[src/rtl/mem_dma_master.sv]
// Bus-master DMA: copies cfg_len words src->dst, one read then one write per word, with a per-access watchdog.
// Optional fill mode (write cfg_pattern, no reads) is enabled by defining MEM_DMA_FILL_EN.
`timescale 1ns/1ps
module mem_dma_master #(
  parameter int WDT_CYCLES = 1024,
  parameter int LEN_W      = 16
) (
  input  logic             clk,
  input  logic             reset,
  input  logic [26:0]      cfg_src,
  input  logic [26:0]      cfg_dst,
  input  logic [LEN_W-1:0] cfg_len,
  input  logic             cfg_go,
  input  logic             cfg_abort,
`ifdef MEM_DMA_FILL_EN
  input  logic             cfg_fill,
  input  logic [31:0]      cfg_pattern,
`endif
  output logic             dma_busy,
  output logic             dma_done,
  output logic             dma_error,
  output logic             bus_req,
  input  logic             bus_gnt,
  output logic [26:0]      bus_addr,
  output logic [31:0]      bus_data,
  output logic             bus_we,
  output logic             bus_start,
  input  logic             bus_busy,
  input  logic [31:0]      bus_q
);

  localparam int WDT_W = $clog2(WDT_CYCLES + 1);
  localparam logic [WDT_W-1:0] WDT_LAST = WDT_W'(WDT_CYCLES - 1);

  typedef enum logic [3:0] {
    IDLE, REQ, RD_ISSUE, RD_ACK, RD_DONE, WR_ISSUE, WR_ACK, WR_DONE, FINISH
  } state_t;

  state_t           state_reg, state_next;
  logic [26:0]      src_reg, src_next, dst_reg, dst_next, addr_reg, addr_next;
  logic [LEN_W-1:0] len_reg, len_next;
  logic [31:0]      buf_reg, buf_next, data_reg, data_next;
  logic [WDT_W-1:0] wdt_reg, wdt_next;
  logic             we_reg, we_next, start_reg, start_next, req_reg, req_next;
  logic             busy_reg, busy_next, done_reg, done_next, error_reg, error_next;
  logic             fill_mode;
  logic [31:0]      fill_word;
  logic             in_access, access_ends;

`ifdef MEM_DMA_FILL_EN
  logic        fill_reg;
  logic [31:0] pattern_reg;

  always_ff @(posedge clk or negedge reset) begin
    if (!reset) begin
      fill_reg    <= 1'b0;
      pattern_reg <= 32'h0;
    end else if (state_reg == IDLE && cfg_go) begin
      fill_reg    <= cfg_fill;
      pattern_reg <= cfg_pattern;
    end
  end

  assign fill_mode = fill_reg;
  assign fill_word = pattern_reg;
`else
  assign fill_mode = 1'b0;
  assign fill_word = 32'h0;
`endif

  assign in_access   = (state_reg == RD_ACK) || (state_reg == RD_DONE) ||
                       (state_reg == WR_ACK) || (state_reg == WR_DONE);
  assign access_ends = ((state_reg == RD_DONE) || (state_reg == WR_DONE)) && !bus_busy;

  always_ff @(posedge clk or negedge reset) begin
    if (!reset) begin
      state_reg <= IDLE;
      src_reg   <= '0;
      dst_reg   <= '0;
      addr_reg  <= '0;
      len_reg   <= '0;
      buf_reg   <= '0;
      data_reg  <= '0;
      wdt_reg   <= '0;
      we_reg    <= 1'b0;
      start_reg <= 1'b0;
      req_reg   <= 1'b0;
      busy_reg  <= 1'b0;
      done_reg  <= 1'b0;
      error_reg <= 1'b0;
    end else begin
      state_reg <= state_next;
      src_reg   <= src_next;
      dst_reg   <= dst_next;
      addr_reg  <= addr_next;
      len_reg   <= len_next;
      buf_reg   <= buf_next;
      data_reg  <= data_next;
      wdt_reg   <= wdt_next;
      we_reg    <= we_next;
      start_reg <= start_next;
      req_reg   <= req_next;
      busy_reg  <= busy_next;
      done_reg  <= done_next;
      error_reg <= error_next;
    end
  end

  // Bus outputs are registered, so each *_ISSUE state lands its drive values on the edge leaving it.
  always_comb begin
    state_next = state_reg;
    src_next   = src_reg;
    dst_next   = dst_reg;
    addr_next  = addr_reg;
    len_next   = len_reg;
    buf_next   = buf_reg;
    data_next  = data_reg;
    wdt_next   = wdt_reg;
    we_next    = we_reg;
    start_next = start_reg;
    req_next   = req_reg;
    busy_next  = busy_reg;
    done_next  = 1'b0;
    error_next = error_reg;
    case (state_reg)
      IDLE: begin
        if (cfg_go) begin
          src_next   = cfg_src;
          dst_next   = cfg_dst;
          len_next   = cfg_len;
          error_next = 1'b0;
          busy_next  = 1'b1;
          if (cfg_len == '0) begin
            state_next = FINISH;
          end else begin
            req_next   = 1'b1;
            state_next = REQ;
          end
        end
      end
      REQ: begin
        if (bus_gnt) state_next = fill_mode ? WR_ISSUE : RD_ISSUE;
      end
      RD_ISSUE: begin
        addr_next  = src_reg;
        we_next    = 1'b0;
        start_next = 1'b1;
        wdt_next   = '0;
        state_next = RD_ACK;
      end
      RD_ACK: begin
        if (bus_busy) state_next = RD_DONE;
      end
      RD_DONE: begin
        if (!bus_busy) begin
          buf_next   = bus_q;
          start_next = 1'b0;
          state_next = WR_ISSUE;
        end
      end
      WR_ISSUE: begin
        addr_next  = dst_reg;
        data_next  = fill_mode ? fill_word : buf_reg;
        we_next    = 1'b1;
        start_next = 1'b1;
        wdt_next   = '0;
        state_next = WR_ACK;
      end
      WR_ACK: begin
        if (bus_busy) state_next = WR_DONE;
      end
      WR_DONE: begin
        if (!bus_busy) begin
          start_next = 1'b0;
          we_next    = 1'b0;
          if (!fill_mode) src_next = src_reg + 27'd1;
          dst_next = dst_reg + 27'd1;
          len_next = len_reg - LEN_W'(1);
          if (len_reg == LEN_W'(1) || cfg_abort) state_next = FINISH;
          else                                   state_next = fill_mode ? WR_ISSUE : RD_ISSUE;
        end
      end
      FINISH: begin
        req_next   = 1'b0;
        busy_next  = 1'b0;
        done_next  = 1'b1;
        state_next = IDLE;
      end
      default: state_next = IDLE;
    endcase

    // Watchdog overrides the access states: an access that never completes ends the job with an error.
    if (in_access && !access_ends) begin
      wdt_next = wdt_reg + WDT_W'(1);
      if (wdt_reg == WDT_LAST) begin
        start_next = 1'b0;
        we_next    = 1'b0;
        error_next = 1'b1;
        state_next = FINISH;
      end
    end
  end

  assign dma_busy  = busy_reg;
  assign dma_done  = done_reg;
  assign dma_error = error_reg;
  assign bus_req   = req_reg;
  assign bus_addr  = addr_reg;
  assign bus_data  = data_reg;
  assign bus_we    = we_reg;
  assign bus_start = start_reg;

endmodule
[config.mk]
export PLATFORM = sky130hd
export DESIGN_NAME = mem_dma_master
export DESIGN_NICKNAME = d
export VERILOG_FILES = /design/src/rtl/mem_dma_master.sv
export SDC_FILE = /design/constraint.sdc
export NUM_CORES = 1
export LEC_CHECK = 0
export CORE_MARGIN = 3
export CORE_UTILIZATION = 35
export DETAILED_ROUTE_END_ITERATION = 6
export GPL_ROUTABILITY_DRIVEN = 0
export RECOVER_POWER = 50
export SYNTH_ARGS = -nofsm -noshare
export SYNTH_HDL_FRONTEND = slang
export SYNTH_SLANG_ARGS = --single-unit
[constraint.sdc]
create_clock -name clk -period 4 [get_ports clk]
set_input_delay 0.6 -clock clk [delete_from_list [all_inputs] [get_ports clk]]
set_output_delay 0.6 -clock clk [all_outputs]
set_load 0.005 [all_outputs]
# Word-level counts from Yosys, hierarchy flattened
# Cells that the tools add are included.
totals:
  regBits: 182
  latchBits: 0
  mem_bits_rw: 0
  rom_bits: 0
  out_inout_bits: 65
  mem_count: 0
op_classes:
  add_sub_neg: 4
  multipliers: 0
  div_mod_pow: 0
  n_lt_le_gt_ge: 0
  n_eq_ne: 13
  n_shift: 0
  muxes: 41
  bitwise_logic: 1
  reduce_logical: 21
op_table:
  columns: ["cell", "n"]
  rows:
  - ["$pmux 27 s2", 3]
  - ["$mux 27", 4]
  - ["$add 27x1->27 const B", 2]
  - ["$mux 4", 10]
  - ["$mux 16", 2]
  - ["$pmux 16 s2", 1]
  - ["$pmux 4 s8", 1]
  - ["$mux 11", 2]
  - ["$eq 16x1->1 const B", 1]
  - ["$eq 4x3->1 const B", 4]
  - ["$logic_not 16->1", 1]
  - ["$sub 16x1->16 const B", 1]
  - ["$mux 1", 14]
  - ["$add 11x1->11 const B", 1]
  - ["$eq 11x10->1 const B", 1]
  - ["$eq 4x2->1 const B", 2]
  - ["$reduce_bool 2->1", 4]
  - ["$ne 2x2->1 const B", 3]
  - ["$pmux 1 s2", 3]
  - ["$reduce_and 3->1", 2]
  - ["$logic_or 1x1->1", 5]
  - ["$eq 4x1->1 const B", 1]
  - ["$eq 4x4->1 const B", 1]
  - ["$logic_not 4->1", 1]
  - ["6 further kinds", 10]

# Depth between registers and ports, before layout
depth:
  ltp_word: 7
  ltp_mapped: 9
  depth_no_buf: 7

# Worst setup path after synthesis
# OpenSTA, ideal clock, no wires.
synth_timing:
  kind: "input to register"
  startpoint: "in cfg_go"
  endpoint: "reg src_reg[19]"
  setup_time_ns: 0.123
  arrival_ns: 1.820
  slack_ns: 2.057
  stages: 5
  n_path_buf: 1
  path_cell_list: "or4b_4 > a21o_1 > buf_6 > or3_1 > o221a_2"
synth_via:
  elab_chain_cells: 2
synth_lines:
  columns: ["item", "line_no", "source"]
  rows:
  - ["start: declaration", "13", "input logic cfg_go,"]
  - ["$ne 2x2->1 (no line)", null, null]
  - ["$reduce_and 3->1 (no line)", null, null]
  - ["end signal: assignment", "93", "src_reg <= src_next;"]
  - ["end: declaration", "40", "logic [26:0] src_reg, src_next, dst_reg, dst_next, addr_reg, addr_next;"]
# No other way between the ends.
# A chain may end at the register's enable or synchronous reset.

# Worst setup path in the final report
layout_timing:
  startpoint: "in bus_busy"
  endpoint: "reg state_reg[3]"
layout_via:
  elab_chain_cells: 5
layout_lines:
  columns: ["item", "line_no", "source"]
  rows:
  - ["start: declaration", "28", "input logic bus_busy,"]
  - ["parallel branches: the longest is 4 deep, another holds $pmux 4 s8", null, null]
  - ["$mux 4 (*)", "193", "if (in_access && !access_ends) begin"]
  - ["via state_next[3]", "39", "state_t state_reg, state_next;"]
  - ["end signal: assignment", "92", "state_reg <= state_next;"]
  - ["end: declaration", "39", null]
# Mark *: on every way through the listed nets, which the timed path passes.

==> flow_summary.ini <==
[status]
status = finished with violations
violations = max-capacitance violations, max-slew violations

[die]
core_mm2 = 0.02613
fp-row-count = 59
die_y_um = 169.1
die_w_um = 169.1
initial_core_util_pct = 35.62
ioPinCount = 173
dieArea_mm2 = 0.02859

[clock_tree]
ctsHtreeMaxLevel = 4
cts_setup_buffers = 0
clock_path_buffers = 2
ctsResizeCount = 0
cts_buffers = 17
tritoncts = built
path_clk_slew_ns = 0.08
worstSkewPairLatency_ns = 0.44
cts_root_buffer = clkbuf_16
postCtsHoldBufs = 0
cts.sinks = 182

[logic_synthesis]
async_reset_ff_share_pct = 100.0
mappedNetlistArea_mm2 = 0.009309
syn_nets = 1043
synth-seq-area-share_pct = 48.92
synthCells = 930
avgSynthCellArea_um2 = 10.01
ys_ff_latch = 182
yosysUniqueCellTypes = 69
synth_edf_count = 0
dominantRegCellSynth = dfrtp_1
ys_warn_count = 0

[timing]
rsz0062_at_grt = no
slew_viol_final = 71
relSlewSlack_pct = -23.25
setup_slack_ns = 1.399
hold_viol_final = 0
skew_ns = 0.01209
period_minus_slack_ns = 2.601
finalSetupViolations = 0
worst_pin_slew_ns = 1.849
setup_tns_ns = 0
max_freq_ghz = 0.3845
finalCritPeriodShare_pct = 65.03

[detailed_routing]
viasPerCell = 5.454
finalWirelength_um = 25860
vias = 7767
drc = 0
wl_per_cell_um = 18.16
drt_iter0_drc = 732
drtPass1Iterations = 7
ant_nets = 0

[power]
power.density_mw_per_mm2 = 754.1
peakVddDrop_mv = 0.3339
p_leak_nw = 4.723

[grt]
grt_max_degree = 74
overflow = 0
grt_pass1_wl_um = 41740
grt_pass1_vias = 7626
track_usage_pct = 18.27
antenna_found_initial = 0

[final_layout]
final_common_cell = dfrtp_1
diodes = 0
syn2layout_area_growth_pct = 27.67
final_nets = 1189
drive_above_1_share_pct = 14.42
mostFrequentLayoutCells = dfrtp_1, clkdlybuf4s50_1, nand2_1

[worst_setup_path]
critPathMaxFanout = 12
crit_path_end_kind = flop
path_class = input port to flop
worstPathRequired_ns = 4.37
startpoint_type = input port
cp_data_arrival_time_ns = 2.97

[hold_path]
hold_path.class = flop to flop

[placed_design]
place_ws_ns = 0.9618
hpwl_um = 18390
port_buffers = 172

[job]
drv_cap = 1
==> metal layers <==
metal | GRT usage (%) | routed length (um) | vias up
li1 | - | - | 3738
met1 | 26.67 | 12320 | 3736
met2 | 28.10 | 11700 | 274
met3 | 3.386 | 1597 | 19
met4 | 4.623 | 241 | 0
met5 | 0 | 0 | -
==> power by group <==
group	switching [W]	internal, W
clock	0.000861	0.000849
combinational	0.00186	0.00187
sequential	0.000808	0.00271
==> stage by stage <==
step	instance area [um2]	instances	utilization (%)	total power, W	hold slack, ns
after floorplan	9309	930	-	0.005870	0.3044
after global placement	11290	1392	43.21	0.007273	0.4609
after detailed placement	11290	1392	43.21	0.007372	0.4711
after CTS	11890	1424	45.51	0.009101	0.1907
after global routing	11890	1424	45.48	0.009683	0.5011
final	11890	1424	45.48	0.008962	0.4802
==> worst paths after layout <==
kind	from	endpoint	slack [ns]	cells after the start
max	bus_busy	state_reg[3]	1.40	6
min	bus_addr[16]	bus_addr[16]	0.48	2
max reg2reg	state_reg[0]	len_reg[12]	1.53	5
min reg2reg	bus_addr[16]	bus_addr[16]	0.48	2
max in group asynchronous	reset	bus_data[18]	1.54	2
min in group asynchronous	reset	buf_reg[27]	0.66	1
==> layout make-up <==
| cell class | instances | area, um2 |
|---|---|---|
| clock buffers | 17 | 425.4 |
| clock inverters | 15 | 177.7 |
| fillers | 2492 | 14250 |
| inverters | 12 | 45.04 |
| multi-input cells | 674 | 4409 |
| flip-flops and latches | 182 | 4554 |
| well taps | 335 | 419.2 |
| repair buffers | 189 | 1854 |
==> worst max-delay path, cell delays in order <==
cell	delay, ns
clkdlybuf4s50_1	0.78
nor2b_1	0.23
a221oi_2	0.43
nand4_2	0.25
nor3_2	0.49
or3_1	0.19
==> logic make-up after synthesis <==
| kind of cell | share of synthesized area [%] |
|---|---|
| AOI/OAI and AO/OA | 18.62 |
| adders and majority gates | 0.6720 |
| buffers and inverters | 3.790 |
| DFF | 48.92 |
| muxes | 11.29 |
| and+or+nand+nor | 16.71 |
==> cells in the mapped netlist (18+ instances only) <==
cell | n | area share (%)
nand2_1 | 103 | 4.2
nand3_1 | 36 | 1.9
mux2_2 | 64 | 7.7
buf_2 | 33 | 1.8
mux2i_1 | 33 | 3.5
o22ai_1 | 23 | 1.5
o21ai_1 | 18 | 0.97
dfrtp_1 | 182 | 49
o21ai_0 | 69 | 3.7
nor2_1 | 50 | 2.0
clkbuf_1 | 22 | 0.89
a21oi_1 | 58 | 3.1
nor3_1 | 28 | 1.5
Power figures use the tool's default switching activity.
